**src/rtl/spi_master_req_sched_pkg.sv**
```systemverilog
// Shared types for the SPI request scheduler: transfer kinds, FSM states,
// the latched request descriptor and the beat-count helper.
package spi_master_pkg;

  typedef enum logic [1:0] {
    SPI_RD  = 2'd0,
    SPI_WR  = 2'd1,
    SPI_QRD = 2'd2,
    SPI_QWR = 2'd3
  } spi_kind_e;

  typedef enum logic [2:0] {
    INIT  = 3'd0,
    IDLE  = 3'd1,
    LOAD  = 3'd2,
    START = 3'd3,
    XFER  = 3'd4,
    DRAIN = 3'd5
  } sched_state_e;

  typedef struct packed {
    spi_kind_e   kind;
    logic [31:0] cmd;
    logic [31:0] addr;
    logic [5:0]  cmd_len;
    logic [5:0]  addr_len;
    logic [15:0] data_len;
    logic [15:0] dummy;
    logic [3:0]  csreg;
  } spi_req_t;

  localparam int STATUS_IDLE_BIT = 0;

  // 16'hFFFF bits rounds up to 2048 words, so 12 bits are needed
  localparam int WORD_CNT_W = 12;

  // 32-bit words needed to carry data_len bits; the sum is done in 17 bits
  function automatic logic [WORD_CNT_W-1:0] data_words(input logic [15:0] data_len);
    logic [16:0] sum;
    sum = {1'b0, data_len} + 17'd31;
    return sum[16:5];
  endfunction

  function automatic logic is_write(input spi_kind_e kind);
    return (kind == SPI_WR) || (kind == SPI_QWR);
  endfunction

endpackage

```
**src/rtl/spi_master_req_sched_if.sv**
```systemverilog
// Requester-side and core-side bundles of the SPI request scheduler.
// The scheduler uses req.slave and core.master.
interface spi_req_if #(parameter int N_REQ = 2);
  logic [N_REQ-1:0]        req_valid;
  logic [N_REQ-1:0]        req_ready;
  logic [N_REQ-1:0][1:0]   req_kind;
  logic [N_REQ-1:0][31:0]  req_cmd;
  logic [N_REQ-1:0][31:0]  req_addr;
  logic [N_REQ-1:0][5:0]   req_cmd_len;
  logic [N_REQ-1:0][5:0]   req_addr_len;
  logic [N_REQ-1:0][15:0]  req_data_len;
  logic [N_REQ-1:0][15:0]  req_dummy;
  logic [N_REQ-1:0][3:0]   req_csreg;
  logic [N_REQ-1:0][31:0]  tx_data;
  logic [N_REQ-1:0]        tx_valid;
  logic [N_REQ-1:0]        tx_ready;
  logic [31:0]             rx_data;
  logic [N_REQ-1:0]        rx_valid;
  logic [N_REQ-1:0]        rx_ready;
  logic [N_REQ-1:0]        done;

  modport master (
    output req_valid, req_kind, req_cmd, req_addr, req_cmd_len, req_addr_len,
           req_data_len, req_dummy, req_csreg, tx_data, tx_valid, rx_ready,
    input  req_ready, tx_ready, rx_data, rx_valid, done
  );

  modport slave (
    input  req_valid, req_kind, req_cmd, req_addr, req_cmd_len, req_addr_len,
           req_data_len, req_dummy, req_csreg, tx_data, tx_valid, rx_ready,
    output req_ready, tx_ready, rx_data, rx_valid, done
  );
endinterface

interface spi_core_if;
  logic [31:0] spi_status;
  logic [7:0]  spi_clk_div;
  logic        spi_clk_div_valid;
  logic [31:0] spi_cmd;
  logic [31:0] spi_addr;
  logic [5:0]  spi_cmd_len;
  logic [5:0]  spi_addr_len;
  logic [15:0] spi_data_len;
  logic [15:0] spi_dummy_rd;
  logic [15:0] spi_dummy_wr;
  logic [3:0]  spi_csreg;
  logic        spi_rd;
  logic        spi_wr;
  logic        spi_qrd;
  logic        spi_qwr;
  logic        spi_swrst;
  logic [31:0] spi_data_tx;
  logic        spi_data_tx_valid;
  logic        spi_data_tx_ready;
  logic [31:0] spi_data_rx;
  logic        spi_data_rx_valid;
  logic        spi_data_rx_ready;

  modport master (
    input  spi_status, spi_data_tx_ready, spi_data_rx, spi_data_rx_valid,
    output spi_clk_div, spi_clk_div_valid, spi_cmd, spi_addr, spi_cmd_len,
           spi_addr_len, spi_data_len, spi_dummy_rd, spi_dummy_wr, spi_csreg,
           spi_rd, spi_wr, spi_qrd, spi_qwr, spi_swrst,
           spi_data_tx, spi_data_tx_valid, spi_data_rx_ready
  );

  modport slave (
    output spi_status, spi_data_tx_ready, spi_data_rx, spi_data_rx_valid,
    input  spi_clk_div, spi_clk_div_valid, spi_cmd, spi_addr, spi_cmd_len,
           spi_addr_len, spi_data_len, spi_dummy_rd, spi_dummy_wr, spi_csreg,
           spi_rd, spi_wr, spi_qrd, spi_qwr, spi_swrst,
           spi_data_tx, spi_data_tx_valid, spi_data_rx_ready
  );
endinterface

```
**src/rtl/spi_master_req_sched_arbiter.sv**
```systemverilog
// Round-robin arbiter: grants the first pending request at or after ptr,
// wrapping around N_REQ. Purely combinational.
module spi_rr_arbiter #(
  parameter int N_REQ = 2,
  parameter int IW    = (N_REQ > 1) ? $clog2(N_REQ) : 1
) (
  input  logic [N_REQ-1:0] req,
  input  logic [IW-1:0]    ptr,
  input  logic             enable,
  output logic [N_REQ-1:0] grant,
  output logic [IW-1:0]    idx,
  output logic             any
);

  // scan from the pointer, wrapping, and take the first pending request
  always_comb begin
    int cand;
    cand  = 0;
    grant = '0;
    idx   = '0;
    any   = 1'b0;
    for (int k = 0; k < N_REQ; k++) begin
      cand = int'(ptr) + k;
      if (cand >= N_REQ) cand = cand - N_REQ;
      if (enable && !any && req[cand]) begin
        any         = 1'b1;
        grant[cand] = 1'b1;
        idx         = cand[IW-1:0];
      end
    end
  end

endmodule

```
**src/rtl/spi_master_req_sched.sv**
```systemverilog
// Schedules whole SPI transactions from N_REQ requesters onto one SPI master
// core: round-robin grant, config load, single start strobe, FIFO routing to
// the owner, then a done pulse once the core reports idle.
module spi_master_req_sched
  import spi_master_pkg::*;
#(
  parameter int          N_REQ      = 2,
  parameter logic [7:0]  CLKDIV_RST = 8'h00
) (
  input logic        HCLK,
  input logic        HRESETn,
  spi_req_if.slave   req,
  spi_core_if.master core
);

  localparam int IW = (N_REQ > 1) ? $clog2(N_REQ) : 1;

  sched_state_e          state, state_n;
  spi_req_t              cfg;
  logic [IW-1:0]         rr_ptr, owner, gnt_idx;
  logic [N_REQ-1:0]      gnt, owner_oh;
  logic                  gnt_any, arb_en, take, beat;
  logic [WORD_CNT_W-1:0] words_left;
  logic                  core_idle, owner_wr;
  logic                  swrst_q, div_valid_q;

  assign core_idle = core.spi_status[STATUS_IDLE_BIT];
  assign owner_wr  = is_write(cfg.kind);
  assign arb_en    = (state == IDLE) && core_idle;

  spi_rr_arbiter #(.N_REQ(N_REQ), .IW(IW)) u_arb (
    .req    (req.req_valid),
    .ptr    (rr_ptr),
    .enable (arb_en),
    .grant  (gnt),
    .idx    (gnt_idx),
    .any    (gnt_any)
  );

  // latched request is presented to the core unchanged until the next grant
  assign core.spi_cmd           = cfg.cmd;
  assign core.spi_addr          = cfg.addr;
  assign core.spi_cmd_len       = cfg.cmd_len;
  assign core.spi_addr_len      = cfg.addr_len;
  assign core.spi_data_len      = cfg.data_len;
  assign core.spi_dummy_rd      = cfg.dummy;
  assign core.spi_dummy_wr      = cfg.dummy;
  assign core.spi_csreg         = cfg.csreg;
  assign core.spi_clk_div       = CLKDIV_RST;
  assign core.spi_clk_div_valid = div_valid_q;
  assign core.spi_swrst         = swrst_q;

  // state register
  always_ff @(posedge HCLK) begin
    if (!HRESETn) state <= INIT;
    else          state <= state_n;
  end

  // next state, start strobes, completion and owner-only stream routing
  always_comb begin
    state_n                = state;
    take                   = 1'b0;
    beat                   = 1'b0;
    req.req_ready          = '0;
    req.done               = '0;
    req.tx_ready           = '0;
    req.rx_valid           = '0;
    req.rx_data            = '0;
    core.spi_rd            = 1'b0;
    core.spi_wr            = 1'b0;
    core.spi_qrd           = 1'b0;
    core.spi_qwr           = 1'b0;
    core.spi_data_tx       = '0;
    core.spi_data_tx_valid = 1'b0;
    core.spi_data_rx_ready = 1'b0;
    unique case (state)
      INIT: state_n = IDLE;
      IDLE: begin
        if (gnt_any) begin
          take          = 1'b1;
          req.req_ready = gnt;
          state_n       = LOAD;
        end
      end
      LOAD: state_n = START;
      START: begin
        case (cfg.kind)
          SPI_RD:  core.spi_rd  = 1'b1;
          SPI_WR:  core.spi_wr  = 1'b1;
          SPI_QRD: core.spi_qrd = 1'b1;
          SPI_QWR: core.spi_qwr = 1'b1;
          default: ;
        endcase
        state_n = (data_words(cfg.data_len) == '0) ? DRAIN : XFER;
      end
      XFER: begin
        if (owner_wr) begin
          core.spi_data_tx       = req.tx_data[owner];
          core.spi_data_tx_valid = req.tx_valid[owner];
          req.tx_ready           = owner_oh & {N_REQ{core.spi_data_tx_ready}};
          beat                   = req.tx_valid[owner] & core.spi_data_tx_ready;
        end else begin
          req.rx_data            = core.spi_data_rx;
          req.rx_valid           = owner_oh & {N_REQ{core.spi_data_rx_valid}};
          core.spi_data_rx_ready = req.rx_ready[owner];
          beat                   = core.spi_data_rx_valid & req.rx_ready[owner];
        end
        if (beat && (words_left == WORD_CNT_W'(1))) state_n = DRAIN;
      end
      DRAIN: begin
        if (core_idle) begin
          req.done = owner_oh;
          state_n  = IDLE;
        end
      end
      default: state_n = INIT;
    endcase
  end

  // grant bookkeeping, latched request fields and remaining-word counter
  always_ff @(posedge HCLK) begin
    if (!HRESETn) begin
      rr_ptr     <= '0;
      owner      <= '0;
      owner_oh   <= '0;
      cfg        <= '0;
      words_left <= '0;
    end else begin
      if (take) begin
        owner    <= gnt_idx;
        owner_oh <= gnt;
        rr_ptr   <= (gnt_idx == IW'(N_REQ - 1)) ? '0 : gnt_idx + 1'b1;
        cfg      <= '{kind:     spi_kind_e'(req.req_kind[gnt_idx]),
                      cmd:      req.req_cmd[gnt_idx],
                      addr:     req.req_addr[gnt_idx],
                      cmd_len:  req.req_cmd_len[gnt_idx],
                      addr_len: req.req_addr_len[gnt_idx],
                      data_len: req.req_data_len[gnt_idx],
                      dummy:    req.req_dummy[gnt_idx],
                      csreg:    req.req_csreg[gnt_idx]};
      end
      if (state == START)  words_left <= data_words(cfg.data_len);
      else if (beat)       words_left <= words_left - 1'b1;
    end
  end

  // one-shot core soft reset and divider load on leaving INIT; registered so
  // both stay low while HRESETn is held
  always_ff @(posedge HCLK) begin
    if (!HRESETn) begin
      swrst_q     <= 1'b0;
      div_valid_q <= 1'b0;
    end else begin
      swrst_q     <= (state == INIT);
      div_valid_q <= (state == INIT);
    end
  end

endmodule

```
**src/flat_wrapper.sv**
```systemverilog
// flat-port wrapper written by rule: the top's interface ports become plain ports
module spi_master_req_sched_flat import spi_master_pkg::*;
#(
  parameter int          N_REQ      = 2,
  parameter logic [7:0]  CLKDIV_RST = 8'h00
)
  (HCLK, HRESETn, req_req_valid, req_req_kind, req_req_cmd, req_req_addr, req_req_cmd_len, req_req_addr_len, req_req_data_len, req_req_dummy, req_req_csreg, req_tx_data, req_tx_valid, req_rx_ready, req_req_ready, req_tx_ready, req_rx_data, req_rx_valid, req_done, core_spi_status, core_spi_data_tx_ready, core_spi_data_rx, core_spi_data_rx_valid, core_spi_clk_div, core_spi_clk_div_valid, core_spi_cmd, core_spi_addr, core_spi_cmd_len, core_spi_addr_len, core_spi_data_len, core_spi_dummy_rd, core_spi_dummy_wr, core_spi_csreg, core_spi_rd, core_spi_wr, core_spi_qrd, core_spi_qwr, core_spi_swrst, core_spi_data_tx, core_spi_data_tx_valid, core_spi_data_rx_ready);
  spi_req_if #(.N_REQ(N_REQ)) req_i ();
  spi_core_if core_i ();
  input logic HCLK;
  input logic HRESETn;
  input wire logic [$bits(req_i.req_valid)-1:0] req_req_valid;
  input wire logic [$bits(req_i.req_kind)-1:0] req_req_kind;
  input wire logic [$bits(req_i.req_cmd)-1:0] req_req_cmd;
  input wire logic [$bits(req_i.req_addr)-1:0] req_req_addr;
  input wire logic [$bits(req_i.req_cmd_len)-1:0] req_req_cmd_len;
  input wire logic [$bits(req_i.req_addr_len)-1:0] req_req_addr_len;
  input wire logic [$bits(req_i.req_data_len)-1:0] req_req_data_len;
  input wire logic [$bits(req_i.req_dummy)-1:0] req_req_dummy;
  input wire logic [$bits(req_i.req_csreg)-1:0] req_req_csreg;
  input wire logic [$bits(req_i.tx_data)-1:0] req_tx_data;
  input wire logic [$bits(req_i.tx_valid)-1:0] req_tx_valid;
  input wire logic [$bits(req_i.rx_ready)-1:0] req_rx_ready;
  output wire logic [$bits(req_i.req_ready)-1:0] req_req_ready;
  output wire logic [$bits(req_i.tx_ready)-1:0] req_tx_ready;
  output wire logic [$bits(req_i.rx_data)-1:0] req_rx_data;
  output wire logic [$bits(req_i.rx_valid)-1:0] req_rx_valid;
  output wire logic [$bits(req_i.done)-1:0] req_done;
  input wire logic [$bits(core_i.spi_status)-1:0] core_spi_status;
  input wire logic [$bits(core_i.spi_data_tx_ready)-1:0] core_spi_data_tx_ready;
  input wire logic [$bits(core_i.spi_data_rx)-1:0] core_spi_data_rx;
  input wire logic [$bits(core_i.spi_data_rx_valid)-1:0] core_spi_data_rx_valid;
  output wire logic [$bits(core_i.spi_clk_div)-1:0] core_spi_clk_div;
  output wire logic [$bits(core_i.spi_clk_div_valid)-1:0] core_spi_clk_div_valid;
  output wire logic [$bits(core_i.spi_cmd)-1:0] core_spi_cmd;
  output wire logic [$bits(core_i.spi_addr)-1:0] core_spi_addr;
  output wire logic [$bits(core_i.spi_cmd_len)-1:0] core_spi_cmd_len;
  output wire logic [$bits(core_i.spi_addr_len)-1:0] core_spi_addr_len;
  output wire logic [$bits(core_i.spi_data_len)-1:0] core_spi_data_len;
  output wire logic [$bits(core_i.spi_dummy_rd)-1:0] core_spi_dummy_rd;
  output wire logic [$bits(core_i.spi_dummy_wr)-1:0] core_spi_dummy_wr;
  output wire logic [$bits(core_i.spi_csreg)-1:0] core_spi_csreg;
  output wire logic [$bits(core_i.spi_rd)-1:0] core_spi_rd;
  output wire logic [$bits(core_i.spi_wr)-1:0] core_spi_wr;
  output wire logic [$bits(core_i.spi_qrd)-1:0] core_spi_qrd;
  output wire logic [$bits(core_i.spi_qwr)-1:0] core_spi_qwr;
  output wire logic [$bits(core_i.spi_swrst)-1:0] core_spi_swrst;
  output wire logic [$bits(core_i.spi_data_tx)-1:0] core_spi_data_tx;
  output wire logic [$bits(core_i.spi_data_tx_valid)-1:0] core_spi_data_tx_valid;
  output wire logic [$bits(core_i.spi_data_rx_ready)-1:0] core_spi_data_rx_ready;
  assign req_i.req_valid = req_req_valid;
  assign req_i.req_kind = req_req_kind;
  assign req_i.req_cmd = req_req_cmd;
  assign req_i.req_addr = req_req_addr;
  assign req_i.req_cmd_len = req_req_cmd_len;
  assign req_i.req_addr_len = req_req_addr_len;
  assign req_i.req_data_len = req_req_data_len;
  assign req_i.req_dummy = req_req_dummy;
  assign req_i.req_csreg = req_req_csreg;
  assign req_i.tx_data = req_tx_data;
  assign req_i.tx_valid = req_tx_valid;
  assign req_i.rx_ready = req_rx_ready;
  assign req_req_ready = req_i.req_ready;
  assign req_tx_ready = req_i.tx_ready;
  assign req_rx_data = req_i.rx_data;
  assign req_rx_valid = req_i.rx_valid;
  assign req_done = req_i.done;
  assign core_i.spi_status = core_spi_status;
  assign core_i.spi_data_tx_ready = core_spi_data_tx_ready;
  assign core_i.spi_data_rx = core_spi_data_rx;
  assign core_i.spi_data_rx_valid = core_spi_data_rx_valid;
  assign core_spi_clk_div = core_i.spi_clk_div;
  assign core_spi_clk_div_valid = core_i.spi_clk_div_valid;
  assign core_spi_cmd = core_i.spi_cmd;
  assign core_spi_addr = core_i.spi_addr;
  assign core_spi_cmd_len = core_i.spi_cmd_len;
  assign core_spi_addr_len = core_i.spi_addr_len;
  assign core_spi_data_len = core_i.spi_data_len;
  assign core_spi_dummy_rd = core_i.spi_dummy_rd;
  assign core_spi_dummy_wr = core_i.spi_dummy_wr;
  assign core_spi_csreg = core_i.spi_csreg;
  assign core_spi_rd = core_i.spi_rd;
  assign core_spi_wr = core_i.spi_wr;
  assign core_spi_qrd = core_i.spi_qrd;
  assign core_spi_qwr = core_i.spi_qwr;
  assign core_spi_swrst = core_i.spi_swrst;
  assign core_spi_data_tx = core_i.spi_data_tx;
  assign core_spi_data_tx_valid = core_i.spi_data_tx_valid;
  assign core_spi_data_rx_ready = core_i.spi_data_rx_ready;
  spi_master_req_sched #(.N_REQ(N_REQ), .CLKDIV_RST(CLKDIV_RST)) u_core (.HCLK(HCLK), .HRESETn(HRESETn), .req(req_i), .core(core_i));
endmodule
```
**config.mk**
```make
export PLATFORM = sky130hd
export DESIGN_NAME = spi_master_req_sched_flat
export DESIGN_NICKNAME = d
export VERILOG_FILES = /design/src/rtl/spi_master_req_sched_pkg.sv /design/src/rtl/spi_master_req_sched_if.sv /design/src/rtl/spi_master_req_sched_arbiter.sv /design/src/rtl/spi_master_req_sched.sv /design/src/flat_wrapper.sv
export SDC_FILE = /design/constraint.sdc
export NUM_CORES = 1
export LEC_CHECK = 0
export BUFFER_PORTS_ARGS = -buffer_cell sky130_fd_sc_hd__buf_4
export CAP_MARGIN = 20
export CORE_AREA = 2 2 227 229
export CTS_CLUSTER_DIAMETER = 40
export DETAILED_ROUTE_END_ITERATION = 10
export DIE_AREA = 0 0 229 231
export PLACE_DENSITY = 0.42
export SLEW_MARGIN = 20
export SYNTH_ARGS = -nofsm -noshare
export SYNTH_HDL_FRONTEND = slang
export SYNTH_SLANG_ARGS = --single-unit
```
**constraint.sdc**
```tcl
create_clock -name HCLK -period 1.9 [get_ports HCLK]
set_input_delay 0.38 -clock HCLK [delete_from_list [all_inputs] [get_ports HCLK]]
set_output_delay 0.38 -clock HCLK [all_outputs]
set_load 0.02 [all_outputs]
```
==> results of run 1 <==
## timing repair
item	4_1_cts	5_1_grt
gates resized for setup	121	98
cloned	0	29
setup endpoints to repair	83	195
pin swaps	19	16
buffers inserted	11	12
hold buffers	0	0
## cell families (layout without fill, tap and decap cells)
kind of cell | count (synthesis) | in the layout | share of synthesized area (%)
AOI/OAI and AO/OA | 153 | 153 | 17.2
xor gates and xnor gates | 12 | 12 | 1.27
adders and majority gates | 2 | 2 | 0.302
buffers and inverters | 228 | 714 | 17.1
DFF | 134 | 134 | 32.4
muxes | 36 | 36 | 4.40
other | 1 | 8 | 0.0453
and+or+nand+nor | 483 | 483 | 27.3
## worst register-to-register path: stages, from the launching register on
cell	delay (ns)
sky130_fd_sc_hd__dfxtp_4	0.36
sky130_fd_sc_hd__buf_4	0.12
sky130_fd_sc_hd__and4bb_2	0.30
sky130_fd_sc_hd__buf_6	0.12
sky130_fd_sc_hd__buf_4	0.09
sky130_fd_sc_hd__buf_4	0.10
sky130_fd_sc_hd__o21a_4	0.30
sky130_fd_sc_hd__buf_12	0.21
sky130_fd_sc_hd__clkbuf_16	0.20
sky130_fd_sc_hd__nand3_2	0.07
sky130_fd_sc_hd__o211a_1	0.12
## layer usage
metal / up-vias / GRT usage [%] / routed length [µm]
li1: 4469 / - / -
met1: 4252 / 14.1 / 15000
met2: 358 / 22.9 / 19600
met3: 36 / 4.50 / 2580
met4: 0 / 5.40 / 925
met5: - / 0 / 0
## placed cells by master, fill, tap and decap left out, drive strengths merged, types with 2 or more instances in the layout
cell      instances
clkbuf           44
a31oi             3
dfxtp           134
nor3b             2
or4               3
a222oi           11
buf             653
ha                2
o21ai             9
o31a              2
nor2             39
nand2           223
or3               2
o21a              2
nand3           110
nor3             11
clkinv            5
xnor2             5
a21oi            10
o211a           102
nand2b            3
bufinv            3
and2             37
clkinvlp          2
o221ai            2
xor2              7
o211ai            3
nand4b            2
mux2i            36
conb              8
o31ai             2
nor4              6
nand4             6
and3             13
inv               7
and4              3
nor2b            17
## final timing paths
kind | startpoint | end | slack [ns] | cells after the start
max | u_core.state[0] | req_req_ready[0] | -0.25 | 6
min | req_req_addr[59] | u_core.core.spi_addr[27] | 0.17 | 3
max reg2reg | u_core.state[0] | u_core.core.spi_cmd[1] | -0.18 | 10
min reg2reg | u_core.core.spi_addr[12] | u_core.core.spi_addr[12] | 0.50 | 1
## layout make-up
cell class,count,share of cell area [%]
clock inverter,11,0.984
inverter,6,0.164
sequential,134,17.7
timing repair buffer,677,40.7
multi-input combinational,694,31.9
clock buffer,20,2.93
tap,680,5.58
## flip-flops by register name, summed over array words and instances, names as in the netlist, 2 cells and up
register                  count
u_core.core.spi_addr         32
u_core.core.spi_cmd          32
u_core.core.spi_data_len     16
u_core.core.spi_dummy_rd     16
u_core.words_left            12
u_core.core.spi_addr_len      6
u_core.core.spi_cmd_len       6
u_core.core.spi_csreg         4
u_core.state                  3
u_core.cfg                    2
u_core.owner_oh               2
## stage by stage
step	util, %	setup slack (ns)
after global routing	30.1	-0.349
final	30.1	-0.250
after global placement	25.5	-0.0306
after detailed placement	25.5	-0.0215
after CTS	27.7	-0.312
after floorplan	-	-0.0579
## power by group
group / switching (mW) / internal, mW
sequential: 0.197 / 3.07
combinational: 1.48 / 1.69
clock: 1.40 / 2.09
==> flow_results.org, run 1 <==
** Critical path
- The largest individual stage delay along the critical path comes from the cell sky130_fd_sc_hd__dfxtp_4.
- Cell-by-cell trace of the critical path :: buf_4 > and4bb_2 > buf_6 > and3_4 > buf_12 > buf_8
- STA classifies the critical path startpoint as a register.
- Arrival time of data at the critical path endpoint :: 1.77 ns
- The number of buffers and inverters on the critical path is 4.
- In this run the worst path has a maximum fanout of 3.
- Among cell families on the critical path, the largest total delay comes from simple AND/OR/NAND/NOR gates.
- The worst setup path is captured at an output port.
- The critical path in this run is classified as reg2out.
- Critical path data required time :: 1.52 ns
- The largest single stage delay on the critical path is 0.36 ns.

** Placement
- The congestion estimate from routability-driven global placement came to 0.965.
- During placement, the flow inserted port buffers numbering 542.
- Placed Instance Area :: 0.0129 mm²
- After legalization and detailed placement, the total HPWL measured 27300 µm.
- Placed instance count :: 2141

** Logic synthesis
- Synthesis handed over a netlist of 1049 instances.
- Counting flops and latches in the post-synthesis netlist gives 134.
- Avg Inst Size Synth :: 7.89 µm²
- Sequential-to-total area share from yosys stat :: 32.4%
- The top cell type by area accounts for 32.4% of the synthesized area.
- Netlist area before placement :: 0.00828 mm²
- Among all flip-flop cells after synthesis, the most frequent one is sky130_fd_sc_hd__dfxtp_1.
- Yosys instantiated no cell more often than sky130_fd_sc_hd__nand2_1.
- In the synthesized netlist, the cells that appear most often are 222 x sky130_fd_sc_hd__nand2_1, 141 x sky130_fd_sc_hd__buf_4, 134 x sky130_fd_sc_hd__dfxtp_1, 110 x sky130_fd_sc_hd__nand3_1, 102 x sky130_fd_sc_hd__o211a_1.
- Yosys top cell by area :: sky130_fd_sc_hd__dfxtp_1
- Count of flip-flops with a built-in enable after synthesis :: 0
- In this run, distinct cell masters in the synthesized netlist total 54.
- For this run, the number of Yosys warnings is 0.
- Area contributors post-synth :: sky130_fd_sc_hd__dfxtp_1 32%, sky130_fd_sc_hd__buf_4 13%, sky130_fd_sc_hd__o211a_1 12%, sky130_fd_sc_hd__nand2_1 10%, sky130_fd_sc_hd__nand3_1 6.6%
- Asr flop ratio synth :: 0%

** Clock tree
- CTS built an H-tree with a depth of 4.
- The clock reaches the later pin of the worst-skew pair after 0.48 ns.
- Root Buffer :: sky130_fd_sc_hd__clkbuf_16
- Counting the buffers created by CTS gives 17.
- Clock tree from TritonCTS :: yes
- The clock passes through at most 2 buffers.
- Clock-pin slew was measured on the worst setup and hold paths at 0.06 ns.
- For this design, the sink count on the clock tree is 134.

** Die
- Row generation in the floorplan step produced 83 rows.
- 582 I/O pins were placed.
- Horizontal extent of the die :: 229 µm
- Area enclosed by the die boundary :: 0.0529 mm²
- Measured along the y axis, the die boundary spans 231 µm.
- After floorplanning, the core was sized to cover 0.0507 mm².
- The initial utilization of the core area, before any placement, comes to 16.3%.

** STA
- Setup violations remaining at the end of the flow were counted as 180.
- Setup repair after global routing missed its margin :: true
- After layout, the worst path uses 113% of the clock period.
- Minimum hold slack :: 0.174 ns
- In the final timing run, aggregate negative setup slack is -27.16 ns.
- The number of pins exceeding their max-slew limit in the final report was 0.
- The routed design could run at a clock period as short as 2.15 ns.
- Final hold vios :: 0
- Clock skew on the completed layout was measured at 0.0166 ns.
- For this run, the top clock speed supported by timing is 0.465 GHz.
- Final Worst Setup Slack :: -0.250 ns

** Drt
- In this run the remaining antenna-violating nets after routing total 0.
- DRT Wirelength :: 38100 µm
- In the routed design, unresolved DRC markers number 0.
- Routed len/inst :: 17.2 µm
- Vias per inst :: 4.10
- For this run, the detailed router's first-pass iteration total came to 7.
- Detailed Route Iter0 Violations :: 275
- Number of vias in the routed layout :: 9115

** Outcome
- Run status :: finished, violations left
- Violated checks :: setup timing

** Layout
- Layout area overhead :: 84.2%
- Layout net count :: 1898
- Final-layout fill cell count :: 5404
- Layout cells sized above 1 :: 55.7%
- Storage element area :: 0.00270 mm²
- Antenna diodes :: 0
- Post-layout instance count excluding filler cells :: 2222
- After routing the design area is 0.0153 mm².
- The multi-input combinational cells in the finished layout cover a total of 0.00487 mm².

** Global routing
- Largest net degree at the start of global routing :: 58
- After global routing the overflow that remains totals 0.
- Global routing used 13.0% of the available tracks across all layers.
- First-pass GRT wire length :: 52100 µm
- Via count of the first global-routing pass :: 8828
- The initial antenna violation count was 0.

** Power
- PD cells :: 650 mW/mm²
- After layout, the design draws a total of 9.92 mW.
- Standby leakage power :: 7.81 nW
- VDD sags by at most 0.000417 V.

** Hold path
- The min-delay analysis places its worst path in the category in2reg.

** Flow run
- Max-cap violations in this run came to 0.
No activity file was read; power rests on OpenSTA's default activity.
==> inputs of run 2 (changes only) <==
Settings changed: CAP_MARGIN 20 to 40, REMOVE_ABC_BUFFERS from default to 1.
==> flow_results.org, run 2 (synthesized netlist as in run 1, its figures left out) <==
** Clock tree
- Root Buffer :: sky130_fd_sc_hd__clkbuf_16
- Depth of the CTS H-tree :: 4 (unchanged)
- Clock tree from TritonCTS :: yes
- The worst-case clock buffer depth was 2 (unchanged).
- Total clock sinks :: 134 (unchanged)
- The TritonCTS buffer count is 17 (unchanged).
- The post-cts hold buffer count was 0 (unchanged).
- CTS clk-pin slew, worst paths :: 0.07 ns (about the same)
- The later-pin clock latency in the skew report came to 0.48 ns (about the same).

** STA
- The highest achievable clock rate was 0.458 GHz (-1.4%).
- Final hold vios :: 0 (unchanged)
- Final Worst Setup Slack :: -0.281 ns (-0.0308 ns)
- Min Clock Period, post-route :: 2.18 ns (+0.0308 ns)
- The share of the cycle needed by the critical path after routing is 115% (+1.6 points).
- Setup repair after global routing missed its margin :: true
- The number of pins exceeding their max-slew limit in the final report was 0 (unchanged).
- The setup-violating endpoint count in the final report came to 76 (-58%).
- The maximum clock skew at final layout is 0.0202 ns (+0.00368 ns).
- Worst slew pin tran :: 0.581 ns
- Slew HR :: 61.3%
- Minimum hold slack :: 0.186 ns (+0.0120 ns)

** Power
- Standby leakage power :: 7.50 nW (-4.0%)
- Worst VDD drop :: 0.000456 V (+9.2%)
- The power density normalized to cell area was 687 mW/mm² (+5.6%).

** Layout
- Leaving out fill and tap cells, the most frequent cell in the layout is sky130_fd_sc_hd__buf_4.
- The layout cell share with drive strength beyond 1 is 49.1% (-6.6 points).
- Commonest cells after routing, fill and taps aside :: 562 x sky130_fd_sc_hd__buf_4, 219 x sky130_fd_sc_hd__nand2_1, 128 x sky130_fd_sc_hd__dfxtp_1
- The net total in the final layout is 1865 (-1.7%).
- Layout area overhead :: 70.6%
- Post-layout instance count excluding filler cells :: 2191 (-1.4%)
- Final cell utilization of the core :: 27.9% (-2.2 points)

** Die
- The core box area was 0.0507 mm² (unchanged).
- The number of ports placed on the die boundary came to 582 (unchanged).
- The die height came to 231 µm (unchanged).
- The chip width came to 229 µm (unchanged).
- Area enclosed by the die boundary :: 0.0529 mm² (unchanged)
- Initial Utilization :: 16.3% (unchanged)
- Row count :: 83 (unchanged)

** Critical path
- Kind of start point of the critical path :: register
- Peak fanout along the critical path :: 18 (+15)
- The buffers plus inverters on the worst setup path came to 2 (-2).
- The flop-to-flop setup slack came to 0.03 ns (+0.21 ns).
- The path length in cells of the critical path was 5 (-1).
- Arrival time of data at the critical path endpoint :: 1.80 ns (+0.03 ns)
- Top delay family on crit path :: simple AND/OR/NAND/NOR gates
- The endpoint identified for the worst register-to-register timing path is u_core.words_left[4].
- The critical path starts at u_core.state[0].
- Setup crit end :: req_rx_valid[0]
- Worst R2R Start :: u_core.owner
- Critical path data required time :: 1.52 ns (about the same)
- Crit-path max cell delay :: 0.36 ns (about the same)
- STA classifies the critical path endpoint as an output port.
- Cell-by-cell trace of the critical path :: nor3b_4 > and2b_2 > buf_12 > and3_1 > buf_6
- Worst path slowest cell :: sky130_fd_sc_hd__dfxtp_4
- Worst Reg2Reg Path Length in Cells :: 7 (-3)
- Critical path class :: reg2out

** Global routing
- First-pass GRT wire length :: 53300 µm (+2.3%)
- Total global-route track usage :: 13.2% (+0.24 points)
- Aggregate global routing overflow :: 0 (unchanged)
- The maximum number of pins on one net before global-route repair came to 58 (unchanged).
- Via count of the first global-routing pass :: 8929 (+1.1%)
- The initial antenna violation count was 2 (+2).

** Outcome
- The flow ran to the end, but the final reports show violations.
- The final reports fail on setup timing.

** Hold path
- Hold/Removal Path Class :: in2reg

** Placement
- Placed instance count :: 2127 (-0.65%)
- RePlAce Congestion :: 0.831 (-14%)
- Total of buffers placed on input and output ports :: 542 (unchanged)
- The HPWL after detailed placement is 27500 µm (+0.61%).

** Flow run
- Max capacitance violation total :: 0 (unchanged)

** Drt
- Number of design rule violations left after detail routing :: 0 (unchanged)
- 1st-pass router iterations :: 5 (-2)
- The total wirelength of the detailed-routed design was 37700 µm (-1.1%).
- Number of vias in the routed layout :: 8915 (-2.2%)
- The average detailed-routed wire length per instance came to 17.2 µm (+0.30%).
- The number of routed nets with antenna violations came to 0 (unchanged).
- The number of DRC markers in iteration 0 is 373 (+36%).
- The via-per-instance ratio came to 4.07 (-0.81%).
-- run 2: per-layer routing --
layer | wire, µm | GRT usage (%)
met5 | 0 | 0
met4 | 856 | 5.11
met3 | 2840 | 4.64
met2 | 19000 | 23.3
met1 | 15000 | 14.5
-- run 2: power by group --
part	leakage [nW]	switching (mW)	internal (mW)
clock	0.298	1.49	2.15
combinational	6.10	1.33	1.47
sequential	1.10	0.199	3.07
-- run 2: worst min-delay path by stage --
stage,startpoint,end,slack (ns),cells past startpoint
after CTS,req_req_addr[60],u_core.core.spi_addr[28],0.14,3
after global routing,req_req_addr[54],u_core.core.spi_addr[22],0.17,3
final,req_req_addr[60],u_core.core.spi_addr[28],0.19,3
after detailed placement,u_core.core.spi_cmd[4],u_core.core.spi_cmd[4],0.49,1
after floorplan,u_core.words_left[10],u_core.words_left[10],0.48,2
after global placement,u_core.core.spi_cmd[5],u_core.core.spi_cmd[5],0.48,1
-- run 2: layout make-up --
cell class / count / area (µm²)
antenna: 1 / 2.50
clock buffer: 19 / 453
clock inverter: 13 / 173
fill: 5479 / 36600
inverter: 6 / 30.0
multi-input combinational: 694 / 4410
sequential: 134 / 2700
tap: 680 / 851
timing repair buffer: 644 / 5510
-- run 2: metrics by stage --
stage / cell area [µm²] / TNS, ns / setup slack, ns / total power, mW
finish: 14100 / -17.36 / -0.281 / 9.70
detailed placement: 12600 / -1.44 / -0.0670 / 5.94
CTS: 13500 / -22.18 / -0.341 / 9.79
global route: 14100 / -27.37 / -0.401 / 10.2
global placement: 12600 / -1.19 / -0.0753 / 5.93
floorplan: 6910 / -394.65 / -2.90 / 4.42
-- run 2: what timing repair did --
action / in CTS / in global routing
endpoints found under the setup margin: 127 / 152
pin swaps: 7 / 19
endpoints found under the hold margin: 0 / 0
setup buffers: 8 / 10
cloned: 1 / 13
resized for setup: 65 / 69
-- run 2: worst reg2reg max path, stage by stage, from the launching register on --
cell	delay (ns)
sky130_fd_sc_hd__dfxtp_4	0.41
sky130_fd_sc_hd__mux2i_2	0.21
sky130_fd_sc_hd__buf_4	0.16
sky130_fd_sc_hd__o32ai_4	0.09
sky130_fd_sc_hd__buf_12	0.15
sky130_fd_sc_hd__and2_4	0.16
sky130_fd_sc_hd__and3_1	0.16
sky130_fd_sc_hd__o41a_1	0.40
==> inputs of run 3 (changes only) <==
Settings changed: ABC_AREA from default to 1, CORE_AREA 2 2 227 229 to 2 2 230 232, DIE_AREA 0 0 229 231 to 0 0 232 234, SETUP_SLACK_MARGIN from default to 0.15.
==> flow_results.org, run 3 <==
** Outcome
- The flow ran to the end, but the final reports show violations.
- Violated checks :: setup timing

** Drt
- The first-pass iteration count of the detailed router came to 4 (-1).
- Number of vias in the routed layout :: 10300 (+16%)
- The total wirelength of the detailed-routed design came to 40600 µm (+7.7%).
- The via-per-instance ratio is 3.99 (-1.8%).
- The average detailed-routed wire length per instance came to 15.7 µm (-8.8%).
- Detailed Route Iter0 Violations :: 283 (-24%)
- Antenna Violating Nets Remaining :: 0 (unchanged)
- Number of design rule violations left after detail routing :: 0 (unchanged)

** Layout
- Layout net count :: 2252 (+21%)
- Most frequent standard cell in the layout excluding fill and tap cells :: sky130_fd_sc_hd__nand2_1
- Commonest cells after routing, fill and taps aside :: 614 x sky130_fd_sc_hd__nand2_1, 524 x sky130_fd_sc_hd__buf_4, 150 x sky130_fd_sc_hd__inv_1
- The register cell area after layout is 0.00270 mm² (+0.28%).
- Post-layout instance count excluding filler cells :: 2587 (+18%)
- Layout cells sized above 1 :: 41.6% (-7.5 points)
- The layout filler cell count was 5705 (+4.1%).
- Multi-input logic area :: 0.00468 mm² (+6.1%)
- Relative to the synthesized area, the layout overhead comes to 77.1%.
- The final cell area excluding filler cells is 0.0150 mm² (+6.4%).

** Critical path
- Worst reg2reg endpoint :: u_core.core.spi_data_len[2]
- The depth of the most critical reg-to-reg path came to 11 (+4).
- The critical path data arrival time came to 1.83 ns (+0.03 ns).
- Setup crit end :: req_rx_data[15]
- In this run the worst setup path begins at u_core.state[0].
- Endpoint kind of the worst setup timing path :: output port
- Worst R2R Start :: u_core.state[1]
- Peak fanout along the critical path :: 8 (-10)
- Critical path data required time :: 1.52 ns (about the same)
- Critical path class :: reg2out
- STA classifies the critical path startpoint as a register.
- Setup slack, reg-to-reg :: 0.07 ns (+0.04 ns)

** Logic synthesis
- In the synthesized netlist the dominant register cell turns out to be sky130_fd_sc_hd__dfxtp_1.
- Netlist area before placement :: 0.00849 mm² (+2.5%)
- The number of synthesized register bits came to 134 (unchanged).
- The number of flops mapped to enable cells by yosys is 0 (unchanged).
- The number of standard cells after synthesis was 1429 (+36%).
- Avg Inst Size Synth :: 5.94 µm² (-25%)
- Yosys top cell by area :: sky130_fd_sc_hd__dfxtp_1
- Number of distinct library cell variants in the gate-level netlist after synthesis :: 29 (-46%)
- Ranked by instance count, the synthesized netlist is headed by 627 x sky130_fd_sc_hd__nand2_1, 154 x sky130_fd_sc_hd__inv_1, 141 x sky130_fd_sc_hd__buf_4, 134 x sky130_fd_sc_hd__dfxtp_1, 131 x sky130_fd_sc_hd__nand3_1.
- Most frequently used cell type in the post-synthesis netlist :: sky130_fd_sc_hd__nand2_1
- Area contributors post-synth :: sky130_fd_sc_hd__dfxtp_1 32%, sky130_fd_sc_hd__nand2_1 28%, sky130_fd_sc_hd__buf_4 12%, sky130_fd_sc_hd__nand3_1 7.7%, sky130_fd_sc_hd__inv_1 6.8%
- Share of Yosys cell area claimed by the top area cell type :: 31.6% (-0.80 points)
- Yosys warning count :: 0 (unchanged)
- The async set or reset register ratio after synthesis is 0% (unchanged).
- The sequential cell area fraction in the yosys report was 31.6% (-0.80 points).

** STA
- The number of pins exceeding their max-slew limit in the final report is 0 (unchanged).
- Final Worst Setup Slack :: -0.312 ns (-0.0310 ns)
- The minimum period implied by the final worst setup slack came to 2.21 ns (+0.0310 ns).
- Worst-case clock skew :: 0.0124 ns (-0.00786 ns)
- Max Fclk :: 0.452 GHz (-1.4%)
- Slew HR :: 65.2% (+4.0 points)
- Worst slew pin tran :: 0.521 ns (-0.0599 ns)
- The share of the cycle needed by the critical path after routing was 116% (+1.6 points).
- Setup repair after global routing missed its margin :: true
- The hold violation count in the final report is 0 (unchanged).
- The setup-violating endpoint count in the final report was 78 (+2.6%).

** Die
- Row count :: 84 (+1.2%)
- Initial Utilization :: 16.3% (-0.021 points)
- The core box area was 0.0520 mm² (+2.7%).
- Die height :: 234 µm (+1.3%)
- The number of ports placed on the die boundary came to 582 (unchanged).
- The die footprint came to 0.0543 mm² (+2.6%).
- Horizontal extent of the die :: 232 µm (+1.3%)

** Power
- The static leakage is 7.96 nW (+6.1%).
- The power density normalized to cell area came to 983 mW/mm² (+43%).
- Worst VDD drop :: 0.000396 V (-13%)

** Clock tree
- The tree is rooted in a sky130_fd_sc_hd__clkbuf_16.
- TritonCTS built the clock tree.
- CTS clk-pin slew, worst paths :: 0.07 ns (about the same)
- Worst-case clock buffer depth :: 2 (unchanged)
- The TritonCTS buffer count was 17 (unchanged).
- The total number of H-tree levels was 4 (unchanged).
- Number of hold buffers added after CTS :: 0 (unchanged)
- Total clock sinks :: 134 (unchanged)
- The later-pin clock latency in the skew report was 0.48 ns (about the same).

** Global routing
- Initial antenna violation count :: 3 (+1)
- The maximum number of pins on one net before global-route repair was 60 (+3.4%).
- Aggregate global routing overflow :: 0 (unchanged)
- The number of global-route vias before repair is 9856 (+10%).
- Total global-route track usage :: 14.1% (+0.94 points)
- First-pass GRT wire length :: 57300 µm (+7.6%)

** Flow run
- Max capacitance violation total :: 0 (unchanged)

** Placement
- The placement-stage cell area came to 0.0127 mm² (+1.2%).
- The placed instance count came to 2522 (+19%).
- RePlAce Congestion :: 0.818 (-1.5%)
- Total of buffers placed on input and output ports :: 542 (unchanged)
- The HPWL after detailed placement came to 29600 µm (+7.5%).

** Hold path
- Start point of the worst min-delay path :: req_req_addr_len[3]
- The min-delay analysis places its worst path in the category in2reg.
[run 3: logic make-up (layout without fill, tap and decap cells)]
group	count (synthesis)	in the layout	synth area share, %
XOR/XNOR	6	6	0.619
other	1	10	0.0442
AND/OR/NAND/NOR	849	849	40.2
AO/OA/AOI/OAI	72	72	4.50
flip-flops	134	134	31.6
buffers and inverters	365	826	22.7
adder cells (fa/ha/maj)	2	2	0.295
[run 3: worst min-delay path by stage]
stage | to | slack (ns) | depth (start not counted)
after floorplan | u_core.rr_ptr | 0.44 | 2
after global placement | u_core.owner_oh[1] | 0.45 | 2
after detailed placement | u_core.owner_oh[1] | 0.46 | 2
after CTS | u_core.core.spi_csreg[1] | 0.11 | 5
after global routing | u_core.core.spi_dummy_rd[8] | 0.15 | 5
final | u_core.core.spi_addr_len[3] | 0.17 | 5
[run 3: metal layers]
metal	track usage [%]	up-vias	part of all wire (%)
met5	0	-	0
met4	4.67	0	2.5
met3	5.84	43	9.2
met2	26.0	419	51
met1	14.4	4753	37
li1	-	5119	-
[run 3: repair_timing]
| action | 4_1_cts | 5_1_grt |
|---|---|---|
| gates cloned | 8 | 3 |
| hold endpoints to repair | 0 | 0 |
| setup buffers | 13 | 7 |
| resized for setup | 209 | 103 |
| setup endpoints to repair | 158 | 205 |
| pin swaps | 7 | 8 |
[run 3: stage by stage]
| stage | util, % | hold slack, ns | TNS (ns) | total power, mW | worst slack (ns) |
|---|---|---|---|---|---|
| floorplan | - | 0.440 | -313.51 | 6.75 | -2.55 |
| global placement | 24.5 | 0.452 | -0.280 | 9.73 | -0.102 |
| detailed placement | 24.5 | 0.460 | -0.244 | 9.75 | -0.0956 |
| CTS | 27.8 | 0.113 | -22.85 | 14.6 | -0.383 |
| global route | 28.9 | 0.149 | -26.24 | 15.8 | -0.408 |
| finish | 28.9 | 0.174 | -18.38 | 14.8 | -0.312 |
[run 3: worst max-delay path, stage by stage, from the launching register on]
cell                      delay [ns]
sky130_fd_sc_hd__dfxtp_4        0.36
sky130_fd_sc_hd__nor2_4         0.11
sky130_fd_sc_hd__inv_2          0.06
sky130_fd_sc_hd__nor2_4         0.13
sky130_fd_sc_hd__buf_8          0.15
sky130_fd_sc_hd__buf_12         0.12
sky130_fd_sc_hd__inv_12         0.05
sky130_fd_sc_hd__buf_16         0.15
sky130_fd_sc_hd__nor2_4         0.09
sky130_fd_sc_hd__buf_6          0.12
[run 3: power by group]
group	internal, mW	switching [mW]	total (mW)
Combinational	3.30	4.07	7.37
Clock	2.15	1.50	3.65
Sequential	3.34	0.408	3.75
[run 3: final cells by class]
type | count | area share, %
Timing Repair Buffer | 636 | 36.9
Multi-Input combinational cell | 937 | 31.1
Sequential cell | 134 | 18.0
Tap cell | 688 | 5.73
Inverter | 157 | 4.02
Clock buffer | 19 | 3.01
Clock inverter | 13 | 1.12
Timing Repair inverter | 1 | 0.108
Antenna cell | 2 | 0.0333
